File: config.mk
export PLATFORM = sky130hd
export DESIGN_NAME = mips_multicycle_ctrl
export DESIGN_NICKNAME = d
export VERILOG_FILES = /design/src/rtl/mips_multicycle_ctrl_pkg.sv /design/src/rtl/mips_multicycle_ctrl_funct_dec.sv /design/src/rtl/mips_multicycle_ctrl.sv
export SDC_FILE = /design/constraint.sdc
export NUM_CORES = 1
export LEC_CHECK = 0
export ABC_CLOCK_PERIOD_IN_PS = 1300
export BUFFER_PORTS_ARGS = -buffer_cell sky130_fd_sc_hd__buf_2
export CAP_MARGIN = 20
export CORE_UTILIZATION = 42
export CTS_CLUSTER_DIAMETER = 50
export DETAILED_ROUTE_END_ITERATION = 8
export PLACE_DENSITY = 0.87
export SYNTH_ARGS = -nofsm -noshare
export SYNTH_HDL_FRONTEND = slang
export SYNTH_HIERARCHICAL = 1
export SYNTH_SLANG_ARGS = --single-unit
export TNS_END_PERCENT = 10
File: constraint.sdc
create_clock -name clk -period 1.3 [get_ports clk]
set_input_delay 0.195 -clock clk [delete_from_list [all_inputs] [get_ports clk]]
set_output_delay 0.195 -clock clk [all_outputs]
set_load 0.01 [all_outputs]
File: src/rtl/mips_multicycle_ctrl_pkg.sv
// Shared MIPS definitions: FSM state codes, opcode/funct constants and ALU operation codes.
package mips_multicycle_ctrl_pkg;

    typedef enum logic [3:0] {
        S_IDLE   = 4'd0,
        S_FETCH  = 4'd1,
        S_DECODE = 4'd2,
        S_MEMADR = 4'd3,
        S_MEMRD  = 4'd4,
        S_MEMWB  = 4'd5,
        S_MEMWR  = 4'd6,
        S_EXEC   = 4'd7,
        S_ALUWB  = 4'd8,
        S_BRANCH = 4'd9,
        S_ADDIEX = 4'd10,
        S_ADDIWB = 4'd11,
        S_JUMP   = 4'd12
    } state_t;

    typedef enum logic [3:0] {
        ALU_AND = 4'd0,
        ALU_OR  = 4'd1,
        ALU_ADD = 4'd2,
        ALU_SUB = 4'd6,
        ALU_SLT = 4'd7,
        ALU_NOR = 4'd12
    } alu_ctr_t;

    localparam logic [5:0] OP_RTYPE = 6'h00;
    localparam logic [5:0] OP_J     = 6'h02;
    localparam logic [5:0] OP_BEQ   = 6'h04;
    localparam logic [5:0] OP_BNE   = 6'h05;
    localparam logic [5:0] OP_ADDI  = 6'h08;
    localparam logic [5:0] OP_LW    = 6'h23;
    localparam logic [5:0] OP_SW    = 6'h2B;

    localparam logic [5:0] FN_ADD = 6'h20;
    localparam logic [5:0] FN_SUB = 6'h22;
    localparam logic [5:0] FN_AND = 6'h24;
    localparam logic [5:0] FN_OR  = 6'h25;
    localparam logic [5:0] FN_NOR = 6'h27;
    localparam logic [5:0] FN_SLT = 6'h2A;

    localparam logic [1:0] PC_SRC_ALU    = 2'b00;
    localparam logic [1:0] PC_SRC_ALUOUT = 2'b01;
    localparam logic [1:0] PC_SRC_JUMP   = 2'b10;

    localparam logic [1:0] SRC_B_REG    = 2'b00;
    localparam logic [1:0] SRC_B_FOUR   = 2'b01;
    localparam logic [1:0] SRC_B_IMM    = 2'b10;
    localparam logic [1:0] SRC_B_IMM_SH = 2'b11;

endpackage

File: src/rtl/mips_multicycle_ctrl_funct_dec.sv
// R-type funct decoder: maps funct to an ALU operation and flags unsupported codes.
module mips_funct_dec
    import mips_multicycle_ctrl_pkg::*;
(
    input  logic [5:0] funct,
    output alu_ctr_t   alu_code,
    output logic       legal
);

    always_comb begin
        alu_code = ALU_ADD;
        legal    = 1'b1;
        case (funct)
            FN_ADD:  alu_code = ALU_ADD;
            FN_SUB:  alu_code = ALU_SUB;
            FN_AND:  alu_code = ALU_AND;
            FN_OR:   alu_code = ALU_OR;
            FN_NOR:  alu_code = ALU_NOR;
            FN_SLT:  alu_code = ALU_SLT;
            default: legal    = 1'b0;
        endcase
    end

endmodule

File: src/rtl/mips_multicycle_ctrl.sv
// Multicycle MIPS control FSM: sequences fetch, decode and per-class execute/writeback steps.
module mips_multicycle_ctrl
    import mips_multicycle_ctrl_pkg::*;
(
    input  logic       clk,
    input  logic       rst_n,
    input  logic [5:0] opcode,
    input  logic [5:0] funct,
    input  logic       alu_zero,
    input  logic       mem_ready,
    output logic       pc_en,
    output logic [1:0] pc_src,
    output logic       iord,
    output logic       mem_read,
    output logic       mem_write,
    output logic       ir_write,
    output logic       reg_dst,
    output logic       mem_to_reg,
    output logic       reg_write,
    output logic       alu_src_a,
    output logic [1:0] alu_src_b,
    output logic [3:0] alu_ctr,
    output logic       illegal_op,
    output logic [3:0] state_dbg
);

    state_t   state, next_state;
    alu_ctr_t rcode_q, dec_code;
    logic     is_bne_q;
    logic     funct_legal;

    mips_funct_dec u_funct_dec (
        .funct    (funct),
        .alu_code (dec_code),
        .legal    (funct_legal)
    );

    // NOTE: control registers reset asynchronously so every strobe (all decoded
    // from state) drops the moment rst_n falls, with no clock needed.
    always_ff @(posedge clk or negedge rst_n) begin
        if (!rst_n) begin
            state    <= S_IDLE;
            rcode_q  <= ALU_ADD;
            is_bne_q <= 1'b0;
        end else begin
            // NOTE: non-blocking assignments keep all registers sampling pre-edge values.
            state <= next_state;
            if (state == S_DECODE) begin
                rcode_q  <= dec_code;
                is_bne_q <= (opcode == OP_BNE);
            end
        end
    end

    assign state_dbg = state;

    always_comb begin
        // NOTE: every output defaults first so no path through the case infers a latch.
        next_state = S_IDLE;
        pc_en      = 1'b0;
        pc_src     = PC_SRC_ALU;
        iord       = 1'b0;
        mem_read   = 1'b0;
        mem_write  = 1'b0;
        ir_write   = 1'b0;
        reg_dst    = 1'b0;
        mem_to_reg = 1'b0;
        reg_write  = 1'b0;
        alu_src_a  = 1'b0;
        alu_src_b  = SRC_B_REG;
        alu_ctr    = ALU_AND;
        illegal_op = 1'b0;

        case (state)
            S_IDLE: next_state = S_FETCH;
            S_FETCH: begin
                mem_read   = 1'b1;
                alu_src_b  = SRC_B_FOUR;
                alu_ctr    = ALU_ADD;
                ir_write   = mem_ready;
                pc_en      = mem_ready;
                next_state = mem_ready ? S_DECODE : S_FETCH;
            end
            S_DECODE: begin
                alu_src_b = SRC_B_IMM_SH;
                alu_ctr   = ALU_ADD;
                case (opcode)
                    OP_RTYPE:      next_state = funct_legal ? S_EXEC : S_FETCH;
                    OP_LW, OP_SW:  next_state = S_MEMADR;
                    OP_BEQ, OP_BNE: next_state = S_BRANCH;
                    OP_ADDI:       next_state = S_ADDIEX;
                    OP_J:          next_state = S_JUMP;
                    default:       next_state = S_FETCH;
                endcase
                illegal_op = (next_state == S_FETCH);
            end
            S_MEMADR: begin
                alu_src_a  = 1'b1;
                alu_src_b  = SRC_B_IMM;
                alu_ctr    = ALU_ADD;
                next_state = (opcode == OP_SW) ? S_MEMWR : S_MEMRD;
            end
            S_MEMRD: begin
                mem_read   = 1'b1;
                iord       = 1'b1;
                next_state = mem_ready ? S_MEMWB : S_MEMRD;
            end
            S_MEMWB: begin
                mem_to_reg = 1'b1;
                reg_write  = 1'b1;
                next_state = S_FETCH;
            end
            S_MEMWR: begin
                mem_write  = 1'b1;
                iord       = 1'b1;
                next_state = mem_ready ? S_FETCH : S_MEMWR;
            end
            S_EXEC: begin
                alu_src_a  = 1'b1;
                alu_ctr    = rcode_q;
                next_state = S_ALUWB;
            end
            S_ALUWB: begin
                reg_dst    = 1'b1;
                reg_write  = 1'b1;
                next_state = S_FETCH;
            end
            S_BRANCH: begin
                alu_src_a  = 1'b1;
                alu_ctr    = ALU_SUB;
                pc_src     = PC_SRC_ALUOUT;
                pc_en      = alu_zero ^ is_bne_q;
                next_state = S_FETCH;
            end
            S_ADDIEX: begin
                alu_src_a  = 1'b1;
                alu_src_b  = SRC_B_IMM;
                alu_ctr    = ALU_ADD;
                next_state = S_ADDIWB;
            end
            S_ADDIWB: begin
                reg_write  = 1'b1;
                next_state = S_FETCH;
            end
            S_JUMP: begin
                pc_src     = PC_SRC_JUMP;
                pc_en      = 1'b1;
                next_state = S_FETCH;
            end
            default: next_state = S_IDLE;
        endcase
    end

endmodule

After elaboration in Yosys (flattened, before gate mapping)
Index checks and enable logic that the tools add are counted.
{"block": "classes", "n_reduce_logical": 12, "n_eq_ne": 25, "n_bitwise": 1, "mux": 23}
{"op": "== test 6 bit (second input constant)", "n": 8}
{"op": "case mux 4 bit (5 select lines)", "n": 2}
{"op": "case mux 4 bit (8 select lines)", "n": 1}
{"op": "== test 4 bit (second input constant)", "n": 5}
{"op": "== test 4 x 3 -> 1 bit (second input constant)", "n": 4}
{"op": "== test 6 x 3 -> 1 bit (second input constant)", "n": 2}
{"op": "case mux 4 bit (3 select lines)", "n": 1}
{"op": "OR reduction 6 bit", "n": 2}
{"op": "two-way mux 1 bit", "n": 11}
{"op": "OR reduction 2 bit", "n": 5}
{"op": "== test 4 x 1 -> 1 bit (second input constant)", "n": 2}
{"op": "== test 4 x 2 -> 1 bit (second input constant)", "n": 2}
{"op": "OR reduction 4 bit", "n": 2}
{"op": "== test 6 x 2 -> 1 bit (second input constant)", "n": 1}
{"op": "== test 6 x 4 -> 1 bit (second input constant)", "n": 1}
{"op": "logical NOT 6 bit", "n": 1}
{"op": "two-way mux 3 bit", "n": 2}
{"op": "case mux 2 bit (3 select lines)", "n": 1}
{"op": "logical NOT 4 bit", "n": 1}
{"op": "two-way mux 2 bit", "n": 2}
{"op": "two-way mux 4 bit", "n": 1}
{"op": "case mux 2 bit (2 select lines)", "n": 1}
{"op": "case mux 1 bit (3 select lines)", "n": 1}
{"op": "OR reduction 3 bit", "n": 1}
{"op": "bitwise XOR 1 bit", "n": 1}
{"block": "totals", "out_inout_bits": 22, "wordCells": 64, "inputBits": 16, "register_bits": 9}

Depth between registers and ports, before layout
Gate-level depths: netlist of run 1.
{"block": "logic_depth", "depth_word": 8, "ltp_mapped": 6}

By module
The synthesis of run 1 kept the hierarchy.
{"module": "mips_multicycle_ctrl", "cells_each": 96, "area_per_inst_um2": 762.0, "instances": 1}
{"module": "mips_funct_dec", "cells_each": 14, "area_per_inst_um2": 118.9, "instances": 1}

Worst setup path before layout of run 1
OpenSTA, ideal clock, no wires.
{"block": "synth_timing", "path_kind": "register -> output", "from": "reg state[0] (netlist: state_dbg[0])", "to": "out illegal_op", "arrival_ns": 1.335, "stages_incl_launch_ff": 5, "setup_slack_ns": -0.230, "required_ns": 1.105, "path_buffers": 1, "path_cell_list": "dfrtp_1 buf_2 nand2b_4 nor3_2 and4b_1"}
{"block": "synth_via", "elab_chain_len": 2}
{"item": "from (decl)", "line_no": "mips_multicycle_ctrl.sv:27", "text": "state_t state, next_state;"}
{"item": "from (signal assigned)", "line_no": "mips_multicycle_ctrl.sv:47", "text": "state <= next_state;"}
{"item": "== test 4 x 2 -> 1 bit", "line_no": "mips_multicycle_ctrl.sv:74", "text": "case (state)"}
{"item": "two-way mux 1 bit", "line_no": "mips_multicycle_ctrl.sv:74"}
{"item": "to (decl)", "line_no": "mips_multicycle_ctrl.sv:23", "text": "output logic illegal_op,"}
Every way passes these cells.

Worst setup path after layout of run 1
{"block": "layout_timing", "from": "reg state[2] (netlist: state_dbg[2])", "to": "out pc_en"}
{"block": "layout_via", "elab_chain_len": 2}
{"item": "== test 4 bit or == test 4 x 1 -> 1 bit (tied branches)", "line_no": "mips_multicycle_ctrl.sv:74"}
{"item": "case mux 1 bit (3 select lines) (*)", "line_no": "mips_multicycle_ctrl.sv:74"}
{"item": "to (decl)", "line_no": "mips_multicycle_ctrl.sv:11", "text": "output logic pc_en,"}
Mark *: on every way between the ends. The rest lies on a longest branch, timed or not.

==> results by group, run 1 <==
Setup path
  • Reg2reg end: state_dbg[1]$_DFF_PN0_
  • CP max stage delay: 460 ps
  • Worst-path cell chain: buf_6 -> nor3b_2 -> o21ai_1 -> a21oi_1 -> buf_2
  • CP max FO: 6
  • Crit path capture type: primary output
  • CP bufs+invs: 2
  • Critical path's top delay family: flip-flops
  • Critical Path AT: approximately 1500 ps
  • Reg2reg setup slack: -170 ps
  • Worst Setup Start Kind: flip-flop
  • CP max-delay cell: dfrtp_2
  • WP data required: 1110 ps
  • Worst Setup Path Type: reg -> out
  • R2R depth: 5
  • Critical Path Source: state_dbg[2]$_DFF_PN0_
  • Reg-to-Reg Start: state_dbg[0]$_DFF_PN0_

Detailed routing
  • Total number of vias: around 1,400
  • DRT iter0 DRCs: 72
  • DR DRC count: 0
  • Drt pass-1 iters: 5
  • DR WL/cell: 19.32 µm
  • Final antenna-violating net count: 0
  • Routed Wire Length: around 4300 µm
  • Detailed-route vias per instance: 6.347

Place
  • Post-place setup slack: -368.8 ps
  • Post-detail-place hpwl: 2385 µm
  • Port bufs: 37
  • Gpl congestion: ~0.89
  • Placement Cell Area: 0.001415 mm²
  • Placed Cells: 211

Clock tree
  • Clk root buf: clkbuf_4
  • Clk buf depth: 2
  • Worst-Skew Late Latency: roughly 260 ps
  • Clk slew on worst S/H paths: 60 ps
  • CTS H-tree depth: 1
  • Total CTS buffers: 3
  • Clock Sinks: 9
  • CTS tree: built

Pwr
  • Int Pwr: 1.728 mW
  • Switching share of power: 44.51%
  • Leakage power: 0.8085 nW
  • Combinational cell fraction of total power: about 77%
  • Clock share of power: 7.0%
  • Net Sw Power: 1.387 mW
  • Power Density: 1811 mW/mm²
  • Pwr Total: about 3.1 mW
  • Reg power frac: 16.2%
  • VDD IR-drop max: 1367 µV

Logic synthesis
  • Syn_nets: 126
  • Synthesized instance count: 110
  • Synthesis warning total: 6
  • Distinct cells, synth: 43
  • Synth Cell Area: 880.8 µm²
  • Post-synthesis register bit count: 9
  • Sequential fraction of the synthesis area: between 20 and 30%
  • Mapped Avg Cell Area: 8.008 µm²

STA
  • Setup Viol. Count Final: 26
  • F_max: about 0.6 GHz
  • RSZ-0062 raised after global routing: yes
  • Clock Skew: 0.6028 ps
  • Final worst setup slack: -406.6 ps
  • Worst slew pin tran: 408.4 ps
  • Crit path time final: 1707 ps
  • Fin. max-slew vios: 0
  • Tcrit/Tclk final: 131.3%
  • Hold Fails Final Rpt: 0
  • Max-Slew Margin vs Limit: 72.52%

GRT
  • Vias in the first global route: 1,214
  • Total global routing track utilization: 30.14%
  • Largest net degree at the start of global routing: 10
  • Initial antenna violation count: 0
  • Total gr overflow: 0
  • First-pass GRT wire length: 4823 µm

Finish
  • Non-Filler Instances: 222
  • Storage element area: 230.2 µm²
  • Share of cells above drive strength 1: 67.69%
  • Area Growth Syn to Fin: 95.31%
  • Area occupied by multi-input gates: 795.8 µm²
  • Finished Cell Area: 0.001720 mm²
  • Final net count: 212
  • Number of fill cells: 107
  • Diodes inserted: 0
  • Core Util, Final: between 80% and 90%

Die
  • DIE HEIGHT: 47.80 µm
  • Row count: 16
  • I/O pin cnt: 38
  • DIE AREA: 0.002284 mm²
  • Die width: 47.80 µm
  • Core footprint: 0.001962 mm²
  • Effective utilization at floorplan: 44.90%

Run status
  • Status: complete, but fails checks
  • Violated checks: negative setup slack

Flow run
  • Max-cap violations: 0

Hold path
  • Worst Hold Class: in -> async
[final cells by class]
type / instances / share of cell area [%]
inverters: 2 / 0.4364
multi-input cells: 93 / 46.25
well taps: 27 / 1.964
flip-flops and latches: 9 / 13.38
clock buffers: 4 / 1.527
repair buffers: 87 / 36.44
[Yosys cell counts]
cell / number / area [µm²]
buf_1: 2 / 7.510
a21oi_1: 7 / 35.03
a211o_1: 1 / 8.760
and4bb_2: 1 / 12.51
nor3_1: 5 / 25.02
a22o_1: 1 / 8.760
mux2_1: 1 / 11.26
clkbuf_1: 3 / 11.26
dfrtp_1: 8 / 200.2
o21ai_0: 7 / 35.03
nor4_1: 2 / 12.51
or3b_2: 2 / 17.52
nand2b_1: 4 / 25.02
or2_1: 1 / 6.260
a211oi_1: 1 / 7.510
xnor2_1: 2 / 17.52
or3b_1: 1 / 8.760
nor2b_1: 3 / 18.77
nand2_1: 8 / 30.03
inv_1: 2 / 7.510
nand4bb_1: 2 / 22.52
mux2_2: 4 / 45.04
a21boi_0: 2 / 15.01
nor3b_1: 1 / 7.510
and2_1: 5 / 31.28
a211oi_2: 1 / 12.51
nand4_1: 1 / 6.260
nand3_1: 3 / 15.01
nor2_1: 9 / 33.78
nand2b_4: 1 / 13.76
buf_2: 1 / 5.000
o31ai_1: 1 / 7.510
or4b_1: 1 / 10.01
nand3b_1: 3 / 22.52
xor2_1: 1 / 8.760
o22ai_1: 5 / 31.28
a211o_2: 1 / 10.01
and4b_1: 1 / 10.01
o22ai_2: 1 / 12.51
a311oi_1: 1 / 8.760
nor3_2: 1 / 10.01
nor4b_1: 1 / 8.760
dfstp_2: 1 / 26.28
[metrics by stage]
stage / hold slack, ps / TNS [ps]
finish: 305.9 / -5630
detailed placement: 51.94 / -1786
CTS: 306.4 / -4519
global route: 327.6 / -6760
global placement: 45.91 / -1190
floorplan: -100.6 / -1135
[placed cells by master, fill, tap and decap left out, types with 3 or more instances in the layout]
| master | count |
|---|---|
| nand2b_4 | 3 |
| nand3b_1 | 3 |
| nor2_4 | 3 |
| dfrtp_2 | 3 |
| o21ai_1 | 3 |
| mux2_4 | 3 |
| buf_6 | 15 |
| dfrtp_1 | 5 |
| nor3_2 | 4 |
| a21oi_1 | 6 |
| o22ai_1 | 4 |
| nor2_2 | 3 |
| and2_1 | 4 |
| o21ai_0 | 4 |
| nand2_1 | 6 |
| nand3_1 | 3 |
| clkbuf_4 | 3 |
| buf_4 | 37 |
| buf_2 | 34 |
| nor2_1 | 3 |
[power by group through the flow]
stage	combinational, mW	clock (mW)	sequential, mW
floorplan	0.852	0	0.483
global placement	1.61	0	0.484
detailed placement	1.67	0	0.491
CTS	1.97	0.220	0.489
global route	2.51	0.234	0.515
finish	2.39	0.217	0.503
[logic make-up after synthesis]
kind of cell | Yosys count | share of synthesized area [%]
DFF | 9 | 25.71
AOI/OAI and AO/OA | 29 | 21.87
buffers and inverters | 8 | 3.551
and+or+nand+nor | 56 | 39.49
muxes | 5 | 6.392
xor gates and xnor gates | 3 | 2.983
[metal layers]
metal / track usage (%) / wire, µm
met1: 27.27 / 1468
met2: 61.35 / 2176
met3: 7.547 / 390
met4: 12.78 / 253
met5: 0 / 0
[registers in the layout, indices dropped and copies added, names as in the netlist]
register and count:
is_bne_q 1, rcode_q 4, state_dbg 4
[what timing repair did]
| item | in CTS | in global routing |
|---|---|---|
| pin swaps | 7 | 4 |
| hold endpoints to repair | 9 | 0 |
| setup buffers | 5 | 1 |
| hold buffers | 1 | 0 |
| setup endpoints to repair | 24 | 27 |
| gates resized for setup | 37 | 22 |
[worst max path at each step]
stage                                   to  slack (ps)  cells after the start
floorplan           rcode_q[0]$_DFFE_PN0P_        -130                      4
global placement                illegal_op        -310                      5
CTS                           alu_src_b[0]        -310                      5
global route                         pc_en        -470                      5
finish                               pc_en        -410                      5
detailed placement              illegal_op        -370                      5
Note: power is estimated with default switching activity, not from simulation.
==> run 2, diff against run 1 <==
==> constraint.sdc (replaced) <==
create_clock -name clk -period 1.3 [get_ports clk]
set_input_delay 0.26 -clock clk [delete_from_list [all_inputs] [get_ports clk]]
set_output_delay 0.26 -clock clk [all_outputs]
set_load 0.01 [all_outputs]
==> run 2 against run 1 <==
  * The run still ends with negative setup slack left
  * Wire length down 13%
  * Setup slack worse by 58 ps
  * Global-route usage about the same
  * Fmax down 3.3%
  * Non-clock buffer count down 3
  * Critical path depth unchanged
  * Combinational power down 15%
  * Critical path type is now in -> out
  * Highest routed layer unchanged
==> results by group, run 2 (synthesis gave the netlist of run 1 again) <==
STA
  • Worst slew pin tran: 380.8 ps (-27.55 ps)
  • RSZ-0062 raised after global routing: yes
  • Max-Slew Margin vs Limit: 74.38% (+1.9 points)
  • Fin. max-slew vios: 0 (unchanged)
  • Hold WS: 375.8 ps (+69.89 ps)
  • F_max: 0.5666 GHz (-3.3%)
  • Final worst setup slack: -464.8 ps (-58.18 ps)
  • Crit path time final: 1765 ps (+58.18 ps)
  • Hold Fails Final Rpt: 0 (unchanged)
  • Tcrit/Tclk final: 135.8% (+4.5 points)
  • Setup Viol. Count Final: 24 (-7.7%)
  • Clock Skew: 5.196 ps (+4.593 ps)

Place
  • Port bufs: 37 (unchanged)
  • Gpl congestion: 0.9307 (+5.1%)
  • Post-detail-place hpwl: 2310 µm (-3.2%)
  • Post-place setup slack: -464.6 ps (-95.82 ps)

Detailed routing
  • Final antenna-violating net count: 0 (unchanged)
  • Detailed-route vias per instance: 5.744 (-9.5%)
  • Total number of vias: 1,258 (-11%)
  • Routed Wire Length: 3731 µm (-13%)
  • DR WL/cell: 17.04 µm (-12%)
  • DRT iter0 DRCs: 16 (-78%)
  • Drt pass-1 iters: 4 (-1)
  • DR DRC count: 0 (unchanged)

Setup path
  • Crit path capture type: primary output
  • Reg2reg end: state_dbg[1]$_DFF_PN0_
  • Critical Path AT: 1500 ps (about the same)
  • WP data required: 1040 ps (-70 ps)
  • Setup crit end: illegal_op
  • Worst Setup Path Type: in -> out
  • R2R depth: 5 (unchanged)
  • Reg-to-Reg Start: state_dbg[2]$_DFF_PN0_
  • CP max FO: 2 (-4)
  • Worst Setup Start Kind: primary input
  • Reg2reg setup slack: -250 ps (-80 ps)
  • Critical Path Source: opcode[0]

Pwr
  • Pwr Total: 2.770 mW (-11%)
  • Leakage power: 0.7791 nW (-3.6%)
  • VDD IR-drop max: 1170 µV (-14%)
  • Power Density: 1653 mW/mm² (-8.7%)

Run status
  • Violated checks: negative setup slack
  • Status: complete, but fails checks

Finish
  • Core Util, Final: 85.40% (-2.3 points)
  • Commonest non-fill, non-tap cell in the layout: buf_4
  • Area Growth Syn to Fin: 90.20%
  • Final net count: 209 (-1.4%)
  • Share of cells above drive strength 1: 65.10% (-2.6 points)
  • Diodes inserted: 0 (unchanged)
  • Commonest non-fill, non-tap cells in the layout: buf_4, buf_2, buf_6, nand2_1, a21oi_1

GRT
  • First-pass GRT wire length: 4823 µm (unchanged)
  • Total gr overflow: 0 (unchanged)
  • Total global routing track utilization: 30.11% (-0.031 points)
  • Vias in the first global route: 1,150 (-5.3%)
  • Initial antenna violation count: 0 (unchanged)
  • Largest net degree at the start of global routing: 10 (unchanged)

Clock tree
  • CTS tree: built
  • Worst-Skew Late Latency: 260 ps (about the same)
  • Clk buf depth: 2 (unchanged)
  • CTS H-tree depth: 1 (unchanged)
  • Clk root buf: clkbuf_4
  • Total CTS buffers: 3 (unchanged)
  • Clock Sinks: 9 (unchanged)
  • Clk slew on worst S/H paths: 60 ps (about the same)

Die
  • Effective utilization at floorplan: 44.90% (unchanged)
  • Core footprint: 0.001962 mm² (unchanged)
  • I/O pin cnt: 38 (unchanged)
  • DIE HEIGHT: 47.80 µm (unchanged)
  • DIE AREA: 0.002284 mm² (unchanged)
  • Row count: 16 (unchanged)
  • Die width: 47.80 µm (unchanged)

Hold path
  • Worst Hold Class: in -> async

Flow run
  • Max-cap violations: 0 (unchanged)
-- run 2: routing by layer --
| layer | share of wire [%] | GRT usage (%) | wire (µm) | vias to the layer above |
|---|---|---|---|---|
| li1 | - | - | - | 576 |
| met5 | 0 | 0 | 0 | - |
| met3 | 4.0 | 4.906 | 149 | 12 |
| met4 | 2.0 | 6.667 | 76 | 0 |
| met1 | 37 | 30.44 | 1362 | 616 |
| met2 | 57 | 62.43 | 2143 | 54 |
-- run 2: area by class of cell --
| type | instances | area [µm²] |
|---|---|---|
| fillers | 113 | 286.5 |
| multi-input cells | 93 | 759.5 |
| flip-flops and latches | 9 | 231.5 |
| clock inverters | 1 | 5.005 |
| clock buffers | 3 | 22.52 |
| inverters | 2 | 7.507 |
| well taps | 27 | 33.78 |
| repair buffers | 84 | 615.6 |
-- run 2: what timing repair did --
item | in CTS | in global routing
hold buffers | 1 | 0
pin swaps | 4 | 8
endpoints found under the hold margin | 8 | 0
endpoints found under the setup margin | 27 | 30
gates resized for setup | 28 | 21
buffers inserted | 3 | 4
-- run 2: worst min path at each step --
stage                      from                     end  slack [ps]  cells past startpoint
after floorplan           rst_n    is_bne_q$_DFFE_PN0P_         -40                      0
after global placement    rst_n  rcode_q[0]$_DFFE_PN0P_         110                      1
after detailed placement  rst_n  rcode_q[3]$_DFFE_PN0P_         120                      1
after CTS                 rst_n  rcode_q[2]$_DFFE_PN0P_         380                      2
after global routing      rst_n  rcode_q[2]$_DFFE_PN0P_         380                      2
final                     rst_n  rcode_q[2]$_DFFE_PN0P_         380                      2
-- run 2: where the power goes --
group	switching, mW	total [mW]	internal [mW]
Sequential	0.136	0.528	0.392
Combinational	1.01	2.03	1.02
Clock	0.0965	0.210	0.113
Total	1.24	2.77	1.53
-- run 2: metrics by stage --
stage               area, µm²  setup TNS [ps]  std cells
floorplan               915.9           -1514        110
global placement         1400           -1807        207
detailed placement       1400           -2646        207
CTS                      1560           -5589        215
global route             1675           -8245        219
finish                   1675           -6570        219
-- run 2: critical path, cell delays in order --
cell	delay [ps]
buf_2	110
or4b_1	510
a211o_1	290
and4b_1	200
buf_2	140
==> run 3, diff against run 2 <==
--- a/config.mk
+++ b/config.mk
@@ -5,6 +5,7 @@
 export SDC_FILE = /design/constraint.sdc
 export NUM_CORES = 1
 export LEC_CHECK = 0
+export ABC_AREA = 1
 export ABC_CLOCK_PERIOD_IN_PS = 1300
 export BUFFER_PORTS_ARGS = -buffer_cell sky130_fd_sc_hd__buf_2
 export CAP_MARGIN = 20
@@ -12,6 +13,7 @@
 export CTS_CLUSTER_DIAMETER = 50
 export DETAILED_ROUTE_END_ITERATION = 8
 export PLACE_DENSITY = 0.87
+export SLEW_MARGIN = 10
 export SYNTH_ARGS = -nofsm -noshare
 export SYNTH_HDL_FRONTEND = slang
 export SYNTH_HIERARCHICAL = 1
==> run 3 against run 2 <==
  * The flow still finishes with violations (negative setup slack)
  * Synthesized area rose by 0.85%
  * Combinational power decreased by 17%
  * Hold slack got worse by 89 ps
  * Clock skew is 3.6 ps lower
  * Sequential power increased by 9.1%
  * Critical path depth unchanged
  * Synthesized cell count grew 38%
  * Die area is 0.82% higher
  * Core utilization decreased by 14 points
  * Clock power fell by 2%
  * Largest cell class unchanged
  * Largest power group unchanged
==> results by group, run 3 <==
Setup path
  • Reg-to-Reg Start: state_dbg[2]$_DFF_PN0_
  • R2R depth: 8 (+3)
  • WP data required: 1040 ps (about the same)
  • Critical Path AT: 1380 ps (-120 ps)
  • Reg2reg setup slack: 50 ps (+300 ps)
  • Worst Setup Path Type: reg -> out
  • Reg2reg end: state_dbg[0]$_DFF_PN0_
  • Crit path capture type: primary output
  • CP max FO: 6 (+4)
  • Worst Setup Start Kind: flip-flop

Die
  • Die width: 47.99 µm (+0.41%)
  • DIE AREA: 0.002303 mm² (+0.82%)
  • Effective utilization at floorplan: 44.82% (-0.075 points)
  • DIE HEIGHT: 47.99 µm (+0.41%)
  • I/O pin cnt: 38 (unchanged)
  • Core footprint: 0.001982 mm² (+1.0%)
  • Row count: 16 (unchanged)

STA
  • Hold Fails Final Rpt: 0 (unchanged)
  • Fin. max-slew vios: 0 (unchanged)
  • Tcrit/Tclk final: 126.5% (-9.3 points)
  • Max-Slew Margin vs Limit: 84.57% (+10 points)
  • Fin Setup TNS: -4748 ps (+1821 ps)
  • Setup Viol. Count Final: 18 (-25%)
  • F_max: 0.6083 GHz (+7.3%)
  • RSZ-0062 raised after global routing: yes
  • Final worst setup slack: -344.0 ps (+120.8 ps)
  • Clock Skew: 1.604 ps (-3.592 ps)
  • Crit path time final: 1644 ps (-120.8 ps)
  • Worst slew pin tran: 230.7 ps (-150.2 ps)

Pwr
  • Leakage power: 0.8644 nW (+11%)
  • VDD IR-drop max: 1108 µV (-5.3%)
  • Pwr Total: 2.463 mW (-11%)
  • Power Density: 1734 mW/mm² (+4.9%)

Finish
  • Commonest non-fill, non-tap cells in the layout: nand2_1, buf_2, buf_4, inv_1, nand3_1
  • Number of fill cells: 170 (+50%)
  • Diodes inserted: 0 (unchanged)
  • Share of cells above drive strength 1: 48.18% (-17 points)
  • Final net count: 237 (+13%)
  • Non-Filler Instances: 247 (+13%)
  • Area Growth Syn to Fin: 59.86%

Logic synthesis
  • Top-area cell type share of the netlist area: 22.54% (-0.19 points)
  • Distinct cells, synth: 23 (-47%)
  • Synth top area cells: dfrtp_1, nand2_1, nand3_1
  • Sequential fraction of the synthesis area: 25.49% (-0.22 points)
  • Mapped Avg Cell Area: 5.844 µm² (-27%)
  • Commonest register cell after synthesis: dfrtp_1
  • Top cells by instance count after synthesis: nand2_1, inv_1, nor2_1, nand3_1, dfrtp_1
  • Synthesized instance count: 152 (+38%)
  • Synth Cell Area: 888.4 µm² (+0.85%)
  • Fraction of registers with async set/reset: 100.0% (unchanged)
  • Syn_nets: 168 (+33%)
  • Number of synthesized flops with an enable pin: 0 (unchanged)
  • Largest area contributor in the netlist: dfrtp_1
  • Synthesis warning total: 6 (unchanged)
  • Cell with the most instances after synthesis: nand2_1
  • Post-synthesis register bit count: 9 (unchanged)

Run status
  • Violated checks: negative setup slack
  • Status: complete, but fails checks

Clock tree
  • CTS tree: built
  • Clk slew on worst S/H paths: 60 ps (about the same)
  • Clk root buf: clkbuf_4
  • Clk buf depth: 2 (unchanged)
  • CTS H-tree depth: 1 (unchanged)
  • Total CTS buffers: 3 (unchanged)
  • Worst-Skew Late Latency: 250 ps (about the same)
  • Clock Sinks: 9 (unchanged)
  • Post-CTS setup buffers: 0 (-3)

Detailed routing
  • Drt pass-1 iters: 4 (unchanged)
  • DR DRC count: 0 (unchanged)
  • Total number of vias: 1,195 (-5.0%)
  • Routed Wire Length: 2429 µm (-35%)
  • Final antenna-violating net count: 0 (unchanged)
  • DR WL/cell: 9.834 µm (-42%)
  • Detailed-route vias per instance: 4.838 (-16%)
  • DRT iter0 DRCs: 17 (+1)

GRT
  • Initial antenna violation count: 0 (unchanged)
  • First-pass GRT wire length: 3677 µm (-24%)
  • Largest net degree at the start of global routing: 12 (+2)
  • Vias in the first global route: 1,000 (-13%)
  • Total global routing track utilization: 22.93% (-7.2 points)
  • Total gr overflow: 0 (unchanged)

Hold path
  • Hold Crit Depth: 3
  • Worst Hold Class: in -> reg
  • Hold path start: mem_ready
  • Hold EP: state_dbg[0]$_DFF_PN0_

Flow run
  • Max-cap violations: 0 (unchanged)

Place
  • Port bufs: 37 (unchanged)
  • Placed Cells: 242 (+17%)
  • Gpl congestion: 0.8364 (-10%)
  • Post-detail-place hpwl: 2007 µm (-13%)
==> run 3: cell types whose count changed in the layout (fill, tap and decap cells not counted), moves of 6 or more <==
cell     before  now
nand3_1       3   18
nand2_1       7   36
buf_4        35   27
nor2_1        3   14
inv_1         2   23
nor2_2        3   10
buf_6        14    2
inv_2         0    6
==> run 3: metrics by stage <==
step	util, %	setup WS, ps	cell area (µm²)	hold WS [ps]
floorplan	-	-26.17	915.9	-35.59
global placement	66.73	-165.9	1323	116.2
detailed placement	66.73	-181.6	1323	118.8
CTS	70.77	-349.6	1403	279.0
global route	71.65	-453.2	1420	285.4
finish	71.65	-344.0	1420	287.1
==> run 3: power by group <==
| part | switching [mW] | internal, mW | leakage, nW | total, mW |
|---|---|---|---|---|
| combinational | 0.910 | 0.771 | 0.738 | 1.68 |
| sequential | 0.148 | 0.428 | 0.111 | 0.576 |
| clock | 0.0881 | 0.118 | 0.0150 | 0.206 |
==> run 3: how the worst max path moves through the flow <==
stage	slack, ps	endpoint	start	depth (start not counted)
after floorplan	-30	alu_ctr[0]	state_dbg[3]$_DFF_PN0_	5
after global placement	-170	illegal_op	funct[4]	10
after detailed placement	-180	illegal_op	funct[5]	11
after CTS	-350	illegal_op	state_dbg[1]$_DFF_PN0_	7
after global routing	-450	illegal_op	state_dbg[1]$_DFF_PN0_	7
final	-340	pc_en	state_dbg[0]$_DFF_PN0_	5
==> run 3: cell families (layout without fill, tap and decap cells) <==
logic type,count (synthesis),count (layout),synth area share [%]
AND/OR/NAND/NOR,101,101,52.54
buffers and inverters,32,100,14.93
AO/OA/AOI/OAI,9,9,6.057
flip-flops,9,9,25.49
XOR/XNOR,1,1,0.9861
==> run 3: layer usage <==
layer / vias up / GRT usage [%] / share of wire [%]
met4: 0 / 12.22 / 1.0
met5: - / 0 / 0
li1: 614 / - / -
met1: 530 / 23.17 / 40
met2: 49 / 44.86 / 55
met3: 2 / 2.642 / 4.1
==> run 3: layout make-up <==
type                            count  area [µm²]  area share, %
Tap cell                           27       33.78          2.379
Multi-Input combinational cell    111       599.3          42.20
Clock buffer                        4       26.28          1.850
Timing Repair Buffer               66       415.4          29.25
Sequential cell                     9       231.5          16.30
Inverter                           30       113.9          8.018
==> run 3: timing repair <==
item	CTS	global route
pin swaps	2	1
resized for setup	15	7
setup endpoints to repair	18	20
hold buffers	1	0
hold endpoints to repair	8	0
==> run 3: worst max-delay path, cell delays in order (launching register included) <==
cell and delay (ps):
dfrtp_2 420, inv_1 100, nor2_4 120, nand2_2 120, o211ai_1 200, buf_2 170
